$ cat config.mk
export PLATFORM = sky130hd
export DESIGN_NAME = bridge_master_arbiter
export DESIGN_NICKNAME = d
export VERILOG_FILES = /design/src/rtl/bridge_pkg.sv /design/src/rtl/rr_select.sv /design/src/rtl/bridge_master_arbiter.sv
export SDC_FILE = /design/constraint.sdc
export NUM_CORES = 1
export LEC_CHECK = 0
export CAP_MARGIN = 0
export CORE_AREA = 5 5 106 108
export DETAILED_ROUTE_END_ITERATION = 10
export DIE_AREA = 0 0 111 113
export MAX_ROUTING_LAYER = met4
export PLACE_DENSITY = 0.76
export SLEW_MARGIN = 10
export SYNTH_ARGS = -nofsm -noshare
export SYNTH_HDL_FRONTEND = slang
export SYNTH_HIERARCHICAL = 1
export SYNTH_SLANG_ARGS = --single-unit
export TNS_END_PERCENT = 100
$ cat constraint.sdc
create_clock -name Hclk -period 2.9 [get_ports Hclk]
set_input_delay 0.29 -clock Hclk [delete_from_list [all_inputs] [get_ports Hclk]]
set_output_delay 0.29 -clock Hclk [all_outputs]
set_load 0.01 [all_outputs]
$ cat src/rtl/bridge_pkg.sv
// Shared AHB bridge definitions: HTRANS encodings and the round-robin winner search.
package bridge_pkg;

    localparam logic [1:0] HTRANS_IDLE   = 2'b00;
    localparam logic [1:0] HTRANS_BUSY   = 2'b01;
    localparam logic [1:0] HTRANS_NONSEQ = 2'b10;
    localparam logic [1:0] HTRANS_SEQ    = 2'b11;

    localparam int unsigned RR_MAX   = 8;
    localparam int unsigned RR_IDX_W = 3;

    // First requester after 'last' (wrapping at n); 'last' itself has lowest priority.
    function automatic logic [RR_IDX_W-1:0] rr_next(
        input logic [RR_MAX-1:0]   req,
        input logic [RR_IDX_W-1:0] last,
        input int unsigned         n
    );
        logic [RR_IDX_W-1:0] win;
        int                  idx;
        win = '0;
        for (int k = int'(RR_MAX); k > 0; k--) begin
            if (k <= int'(n)) begin
                idx = (int'(last) + k) % int'(n);
                if (req[RR_IDX_W'(idx)]) begin
                    win = RR_IDX_W'(idx);
                end
            end
        end
        return win;
    endfunction

endpackage

$ cat src/rtl/rr_select.sv
// Combinational rotating-priority encoder: picks the next requester after 'last'.
module rr_select #(
    parameter int unsigned NUM_MASTERS = 3,
    parameter int unsigned MIDX_W      = 2
) (
    input  logic [NUM_MASTERS-1:0] req,
    input  logic [MIDX_W-1:0]      last,
    output logic [MIDX_W-1:0]      winner,
    output logic                   any
);
    import bridge_pkg::*;

    assign winner = MIDX_W'(rr_next(RR_MAX'(req), RR_IDX_W'(last), NUM_MASTERS));
    assign any    = |req;

endmodule

$ cat src/rtl/bridge_master_arbiter.sv
// Round-robin multi-master front end for the AHB-to-APB bridge slave port,
// with address/data phase muxing and a per-tenure transfer quantum.
module bridge_master_arbiter #(
    parameter int unsigned NUM_MASTERS = 3,
    parameter int unsigned QUANTUM     = 4,
    parameter int unsigned MIDX_W      = (NUM_MASTERS > 1) ? $clog2(NUM_MASTERS) : 1
) (
    input  logic                      Hclk,
    input  logic                      Hreset,
    input  logic [NUM_MASTERS-1:0]    Hbusreq,
    input  logic [2*NUM_MASTERS-1:0]  Htrans_m,
    input  logic [NUM_MASTERS-1:0]    Hwrite_m,
    input  logic [32*NUM_MASTERS-1:0] Haddr_m,
    input  logic [32*NUM_MASTERS-1:0] Hwdata_m,
    input  logic                      Hreadyout,
    output logic [NUM_MASTERS-1:0]    Hgrant,
    output logic [MIDX_W-1:0]         Hmaster,
    output logic [1:0]                Htrans,
    output logic                      Hwrite,
    output logic [31:0]               Haddr,
    output logic [31:0]               Hwdata,
    output logic                      Hreadyin
);
    import bridge_pkg::*;

    localparam int unsigned QCNT_W = (QUANTUM > 1) ? $clog2(QUANTUM) : 1;

    logic [MIDX_W-1:0]      dmaster;
    logic [QCNT_W-1:0]      qcnt;

    logic [NUM_MASTERS-1:0] grant_nxt;
    logic [MIDX_W-1:0]      hmaster_nxt;
    logic [MIDX_W-1:0]      dmaster_nxt;
    logic [QCNT_W-1:0]      qcnt_nxt;

    logic [1:0]             trans_arr [NUM_MASTERS];
    logic                   write_arr [NUM_MASTERS];
    logic [31:0]            addr_arr  [NUM_MASTERS];
    logic [31:0]            wdata_arr [NUM_MASTERS];

    logic [MIDX_W-1:0]      winner;
    logic                   any_req;
    logic [NUM_MASTERS-1:0] own_mask;
    logic                   own_req;
    logic                   others_req;
    logic                   accept;
    logic                   qcnt_at_max;
    logic                   handover;
    logic [MIDX_W-1:0]      target;

    // Split the flat per-master buses into indexable arrays.
    always_comb begin
        for (int i = 0; i < int'(NUM_MASTERS); i++) begin
            trans_arr[i] = Htrans_m[2*i +: 2];
            write_arr[i] = Hwrite_m[i];
            addr_arr[i]  = Haddr_m[32*i +: 32];
            wdata_arr[i] = Hwdata_m[32*i +: 32];
        end
    end

    assign Htrans   = trans_arr[Hmaster];
    assign Hwrite   = write_arr[Hmaster];
    assign Haddr    = addr_arr[Hmaster];
    assign Hwdata   = wdata_arr[dmaster];
    assign Hreadyin = Hreadyout;

    rr_select #(
        .NUM_MASTERS (NUM_MASTERS),
        .MIDX_W      (MIDX_W)
    ) u_rr_select (
        .req    (Hbusreq),
        .last   (Hmaster),
        .winner (winner),
        .any    (any_req)
    );

    assign own_mask    = NUM_MASTERS'(1) << Hmaster;
    assign own_req     = |(Hbusreq & own_mask);
    assign others_req  = |(Hbusreq & ~own_mask);
    assign accept      = Hreadyout & Htrans[1];
    assign qcnt_at_max = (qcnt == QCNT_W'(QUANTUM - 1));

    // Handover decision; with no requests the grant parks on master 0.
    always_comb begin
        handover = 1'b0;
        target   = winner;
        if (!any_req) begin
            handover = (Hmaster != '0);
            target   = '0;
        end else begin
            handover = others_req & (~own_req | (accept & qcnt_at_max));
        end
    end

    always_comb begin
        grant_nxt   = Hgrant;
        hmaster_nxt = Hmaster;
        dmaster_nxt = dmaster;
        qcnt_nxt    = qcnt;
        if (Hreadyout) begin
            dmaster_nxt = Hmaster;
            if (handover) begin
                grant_nxt   = NUM_MASTERS'(1) << target;
                hmaster_nxt = target;
                qcnt_nxt    = '0;
            end else if (accept && !qcnt_at_max) begin
                qcnt_nxt = qcnt + QCNT_W'(1);
            end
        end
    end

    always_ff @(posedge Hclk) begin
        if (Hreset) begin
            Hgrant  <= NUM_MASTERS'(1);
            Hmaster <= '0;
            dmaster <= '0;
            qcnt    <= '0;
        end else begin
            Hgrant  <= grant_nxt;
            Hmaster <= hmaster_nxt;
            dmaster <= dmaster_nxt;
            qcnt    <= qcnt_nxt;
        end
    end

endmodule

==> impl_metrics.py, run 1 <==
metrics = {
    "logic_synthesis": {
        "netlist_top_cells_count": "mux2i_1 (76), nand2_1 (75), o21ai_0 (69)",
        "synth_top_cell_by_area": "mux2i_1",
        "netlist.area_leader.share_pct": 34.1,
        "syn_avg_cell_area_sq_um": 6.99,
        "synth_warnings": 6,
        "synth-seq-cells": 9,
        "synth_nets": 535,
        "syn_area_sq_um": 2230,
        "synthTopCellsByArea": "mux2i_1 (34%), o21ai_0 (15%), nand2_1 (13%), dfxtp_1 (8.1%), ha_1 (5.0%)",
        "synth_edf_count": 0,
        "synth_ff_type": "dfxtp_1",
        "seq_area_frac_synth_pct": 8.08,
        "synth_cell_type_count": 40,
        "syn_inst": 319,
        "synthArstFlopShare_pct": 0,
        "yosysMostFrequentCell": "mux2i_1",
    },
    "global_route": {
        "grt_use_total_pct": 17.4,
        "grt_pass1_vias": 3515,
        "grt_pass1_wl_um": 17700,
        "antenna_found_initial": 0,
        "grt_max_degree": 34,
        "grt-ovfl-total": 0,
    },
    "critical_path": {
        "critPathMaxFanout": 10,
        "cp_slowest_cell": "ha_1",
        "path_cells": "inv_1, ha_1, mux2i_1, nor2_1, or3_1, a32oi_1, nand2_1, or2_2, mux2i_1",
        "criticalPathCategory": "flop to flop",
        "crit_path_frequent_cell": "mux2i_1",
        "startpoint_type": "flop",
        "endpoint_kind": "flop",
        "crit_path_max_incr_delay_ns": 0.48,
        "arrival_ns": 2.82,
        "required_ns": 3.07,
    },
    "clock_tree": {
        "cts_resized": 0,
        "cts.htree.levels": 1,
        "cts_inserted_buffers": 3,
        "insertion_delay_ns": 0.24,
        "ctsHoldBuffers": 0,
        "cts_buffer_depth": 2,
        "cts_sinks": 9,
        "root_buffer": "clkbuf_8",
        "postCtsSetupBuffers": 0,
        "clk_pin_slew_ns": 0.04,
        "cts_tree": "done",
    },
    "sta": {
        "finalClockSkew_ns": 0.00311,
        "slew_violations": 0,
        "period_share_pct": 91.3,
        "fmax_ghz": 0.378,
        "min_period_ns": 2.65,
        "tns_ns": 0,
        "slew_headroom_pct": 59.0,
        "rsz0062_at_grt": "false",
        "finalHoldViolCount": 0,
        "worstMarginPinSlew_ns": 0.612,
        "finalSetupViolCount": 0,
    },
    "floorplan": {
        "fp.coreArea_sq_um": 10100,
        "dieHeight_um": 113,
        "num_io_pins": 280,
        "die_area_sq_um": 12500,
        "start_util_pct": 22.0,
        "rows": 37,
        "fp.dieW_um": 111,
    },
    "cells_and_area": {
        "syn_to_final_growth_pct": 132,
        "utilization_pct": 51.0,
        "nets": 801,
        "drive_above_1_share_pct": 4.79,
        "diodes": 0,
        "seq_area_sq_um": 183,
        "fillCellCount": 953,
        "multi_input_area_sq_um": 1890,
    },
    "routing": {
        "vias_per_cell": 4.65,
        "drt_iter0_drc": 113,
        "routed_wl_um": 11500,
        "route.detailed.drc": 0,
        "first_pass_iters": 4,
        "routed-via-count": 3350,
        "routedWlPerCell_um": 16.0,
        "antenna_left": 0,
    },
    "job": {
        "maxCapViolations": 0,
    },
    "placed_design": {
        "dp_hpwl_um": 9820,
        "portBuffers": 279,
        "place.gp.congestion": 0.899,
    },
    "worst_hold_path": {
        "hp-class": "flop to flop",
    },
    "pwr": {
        "powerDensity_nw_per_um2": 206,
        "peakVddDrop_uv": 118,
        "p_leak_nw": 1.75,
    },
    "run_status": {
        "status": "completed",
    },
}
-- where the power goes --
group,internal (mW),switching (mW),total (mW)
combinational,0.510,0.275,0.785
clock,0.0958,0.0505,0.146
sequential,0.131,0.00546,0.136
total,0.737,0.331,1.07
-- sequential cells by signal, indices dropped and copies added (netlist names) --
register and count:
Hgrant 3, Hmaster 2, dmaster 2, qcnt 2
-- final timing paths --
kind / from / to / slack [ns] / depth (start not counted)
worst max-delay path: Hmaster[0]$_SDFFE_PP0P_ / Hgrant[1]$_SDFFE_PP0P_ / 0.25 / 9
worst min-delay path: Hgrant[1]$_SDFFE_PP0P_ / Hgrant[1]$_SDFFE_PP0P_ / 0.47 / 2
worst max register to register: Hmaster[0]$_SDFFE_PP0P_ / Hgrant[1]$_SDFFE_PP0P_ / 0.25 / 9
worst min register to register: Hgrant[1]$_SDFFE_PP0P_ / Hgrant[1]$_SDFFE_PP0P_ / 0.47 / 2
-- stage by stage --
stage | cells | area (sq um) | total power [mW] | hold slack, ns | worst slack, ns
2_1_floorplan | 319 | 2230 | 0.411 | 0.362 | 0.510
3_3_place_gp | 716 | 5120 | 0.914 | 0.450 | 0.458
3_5_place_dp | 716 | 5120 | 0.928 | 0.465 | 0.275
4_1_cts | 720 | 5170 | 1.08 | 0.471 | 0.256
5_1_grt | 720 | 5170 | 1.14 | 0.502 | 0.0636
6_report | 720 | 5170 | 1.07 | 0.470 | 0.252
-- critical path, delay by kind of cell (launching register included) --
family,cells,cell delay [ns]
adders and majority gates,1,0.48
muxes,2,0.41
buffers and inverters,1,0.13
and+or+nand+nor,4,0.82
AOI/OAI and AO/OA,1,0.29
DFF,1,0.44
-- cell type report --
type                       instances  share of cell area (%)
timing repair buffer             289                    55.5
inverter                           5                   0.363
clock buffer                       4                   0.871
tap                              136                    3.29
sequential                         9                    3.53
multi-input combinational        277                    36.5
-- metal layers --
layer | wire (um) | share of wire, % | track usage, %
met5 | 0 | 0 | -
met4 | 214 | 1.9 | 4.76
met3 | 946 | 8.2 | 4.06
met2 | 5800 | 50 | 31.6
met1 | 4540 | 39 | 19.1
-- layout by cell type (no fill, tap or decap), types with 5 or more instances in the layout --
cell             instances
clkdlybuf4s50_1        279
nor2_1                   7
dfxtp_1                  7
nand2_1                 75
buf_4                   10
o21ai_0                 69
mux2i_1                 76
ha_1                     9
inv_1                    5
-- kinds of logic (layout without fill, tap and decap cells) --
group	Yosys count	in the layout	share of synthesized area (%)
AOI/OAI and AO/OA	85	85	22.7
adders and majority gates	9	9	5.05
buffers and inverters	33	298	7.63
DFF	9	9	8.08
muxes	79	79	36.1
and+or+nand+nor	104	104	20.4
Note: power is estimated with default switching activity, not from simulation.
==> run 2: changes to the inputs <==
--- a/config.mk
+++ b/config.mk
@@ -6,11 +6,11 @@
 export NUM_CORES = 1
 export LEC_CHECK = 0
 export CAP_MARGIN = 0
-export CORE_AREA = 5 5 106 108
+export CORE_AREA = 2 2 109 111
 export DETAILED_ROUTE_END_ITERATION = 10
 export DIE_AREA = 0 0 111 113
 export MAX_ROUTING_LAYER = met4
-export PLACE_DENSITY = 0.76
+export PLACE_DENSITY = 0.69
 export SLEW_MARGIN = 10
 export SYNTH_ARGS = -nofsm -noshare
 export SYNTH_HDL_FRONTEND = slang
==> run 2 against run 1 <==
Net effect: setup slack better by 0.078 ns; sequential cell count stayed put; routed wire length is 0.56% higher; cell area is 0.53% higher; core utilization is 4.9 points lower; largest cell class unchanged; critical path depth is 5 lower; sequential share of layout area hardly changed; via count hardly changed; non-clock buffer count is 2 lower; hold slack worse by 0.0077 ns; count of clock-buffer cells in the layout stayed put.
==> impl_metrics.py, run 2 (synthesis gave the netlist of run 1 again) <==
metrics = {
    "critical_path": {
        "endpoint": "Hwdata[23]",
        "critPathMaxFanout": 25,
        "endpoint_kind": "output pin",
        "ff2ff_setup_slack_ns": 0.38,
        "cp-startpoint": "dmaster[1]$_SDFFE_PP0P_",
        "required_ns": 2.61,
        "arrival_ns": 2.28,
        "startpoint_type": "flop",
        "r2r_end": "Hgrant[1]$_SDFFE_PP0P_",
        "criticalPathCategory": "flop to output pin",
        "worstRegToRegCells": 9,
        "worstReg2RegStart": "Hmaster[0]$_SDFFE_PP0P_",
    },
    "floorplan": {
        "start_util_pct": 19.8,
        "dieHeight_um": 113,
        "fp.dieW_um": 111,
        "rows": 39,
        "die_area_sq_um": 12500,
        "num_io_pins": 280,
        "fp.coreArea_sq_um": 11300,
    },
    "clock_tree": {
        "cts_inserted_buffers": 3,
        "insertion_delay_ns": 0.24,
        "postCtsSetupBuffers": 0,
        "cts_resized": 0,
        "cts_buffer_depth": 2,
        "cts_sinks": 9,
        "ctsHoldBuffers": 0,
        "cts.htree.levels": 1,
        "clk_pin_slew_ns": 0.04,
        "root_buffer": "clkbuf_16",
        "cts_tree": "done",
    },
    "cells_and_area": {
        "multi_input_area_sq_um": 1890,
        "nets": 799,
        "seq_area_sq_um": 183,
        "drive_above_1_share_pct": 4.47,
        "layout_commonest_cell": "clkdlybuf4s50_1",
        "mostFrequentLayoutCells": "clkdlybuf4s50_1 (279), mux2i_1 (76), nand2_1 (75)",
        "diodes": 0,
        "syn_to_final_growth_pct": 133,
        "largest_register_ffs": 3,
        "regMostFlops": "Hgrant",
        "fillCellCount": 1118,
    },
    "routing": {
        "first_pass_iters": 7,
        "vias_per_cell": 4.62,
        "routed_wl_um": 11600,
        "routed-via-count": 3352,
        "route.detailed.drc": 0,
        "routedWlPerCell_um": 16.0,
        "drt_iter0_drc": 219,
        "antenna_left": 0,
    },
    "global_route": {
        "grt_pass1_vias": 3409,
        "grt_pass1_wl_um": 17500,
        "grt_use_total_pct": 17.5,
        "grt-ovfl-total": 0,
        "grt_max_degree": 36,
        "antenna_found_initial": 0,
    },
    "run_status": {
        "status": "completed",
    },
    "sta": {
        "finalClockSkew_ns": 0.00400,
        "fmax_ghz": 0.389,
        "tns_ns": 0,
        "rsz0062_at_grt": "false",
        "worstMarginPinSlew_ns": 0.774,
        "finalSetupViolCount": 0,
        "min_period_ns": 2.57,
        "slew_violations": 0,
        "slew_headroom_pct": 48.4,
        "finalHoldViolCount": 0,
        "period_share_pct": 88.6,
    },
    "placed_design": {
        "place.gp.congestion": 0.897,
        "portBuffers": 279,
        "dp_hpwl_um": 9690,
    },
    "worst_hold_path": {
        "hp-class": "flop to flop",
    },
    "pwr": {
        "p_total_mw": 1.18,
        "powerDensity_nw_per_um2": 227,
        "peakVddDrop_uv": 160,
        "p_leak_nw": 1.75,
    },
    "job": {
        "maxCapViolations": 0,
    },
}
run 2: cell type report:
cell class	instances	share of cell area, %
Timing Repair Buffer	287	54.9
Multi-Input combinational cell	277	36.3
Sequential cell	9	3.51
Tap cell	143	3.44
Clock buffer	4	1.52
Inverter	5	0.361
run 2: worst min-delay path by stage:
| stage | start | end | slack [ns] | cells past startpoint |
|---|---|---|---|---|
| after detailed placement | Hgrant[2]$_SDFFE_PP0P_ | Hgrant[2]$_SDFFE_PP0P_ | 0.46 | 2 |
| final | Hgrant[2]$_SDFFE_PP0P_ | Hgrant[2]$_SDFFE_PP0P_ | 0.46 | 2 |
| after global placement | Hgrant[2]$_SDFFE_PP0P_ | Hgrant[2]$_SDFFE_PP0P_ | 0.46 | 2 |
| after CTS | Hgrant[2]$_SDFFE_PP0P_ | Hgrant[2]$_SDFFE_PP0P_ | 0.47 | 2 |
| after floorplan | Hreset | dmaster[0]$_SDFFE_PP0P_ | 0.36 | 1 |
| after global routing | Hgrant[1]$_SDFFE_PP0P_ | Hgrant[1]$_SDFFE_PP0P_ | 0.50 | 2 |
run 2: per-stage QoR:
step / util, % / area [sq um] / setup slack [ns] / cells / hold slack, ns
2_1_floorplan: - / 2230 / 0.510 / 319 / 0.362
3_3_place_gp: 45.4 / 5120 / 0.531 / 721 / 0.457
3_5_place_dp: 45.4 / 5120 / 0.430 / 721 / 0.460
4_1_cts: 46.1 / 5200 / 0.333 / 725 / 0.466
5_1_grt: 46.1 / 5200 / 0.216 / 725 / 0.501
6_report: 46.1 / 5200 / 0.331 / 725 / 0.463
run 2: report_power, final:
group,switching (mW),internal (mW),leakage (nW),total (mW)
Clock,0.0686,0.185,0.0382,0.253
Sequential,0.00790,0.131,0.0740,0.139
Combinational,0.277,0.508,1.64,0.786
run 2: worst max-delay path, cell delays in order (launching register included):
cell and delay, ns:
dfxtp_2 0.82, buf_4 0.35, mux2i_1 0.09, o21ai_0 0.18, clkdlybuf4s50_1 0.58
run 2: layer usage:
metal	global-route usage, %	share of wire (%)	up-vias
met5	-	0	-
met4	3.92	1.6	0
met3	3.70	8.7	12
met2	33.3	52	204
met1	18.6	37	1483
li1	-	-	1653
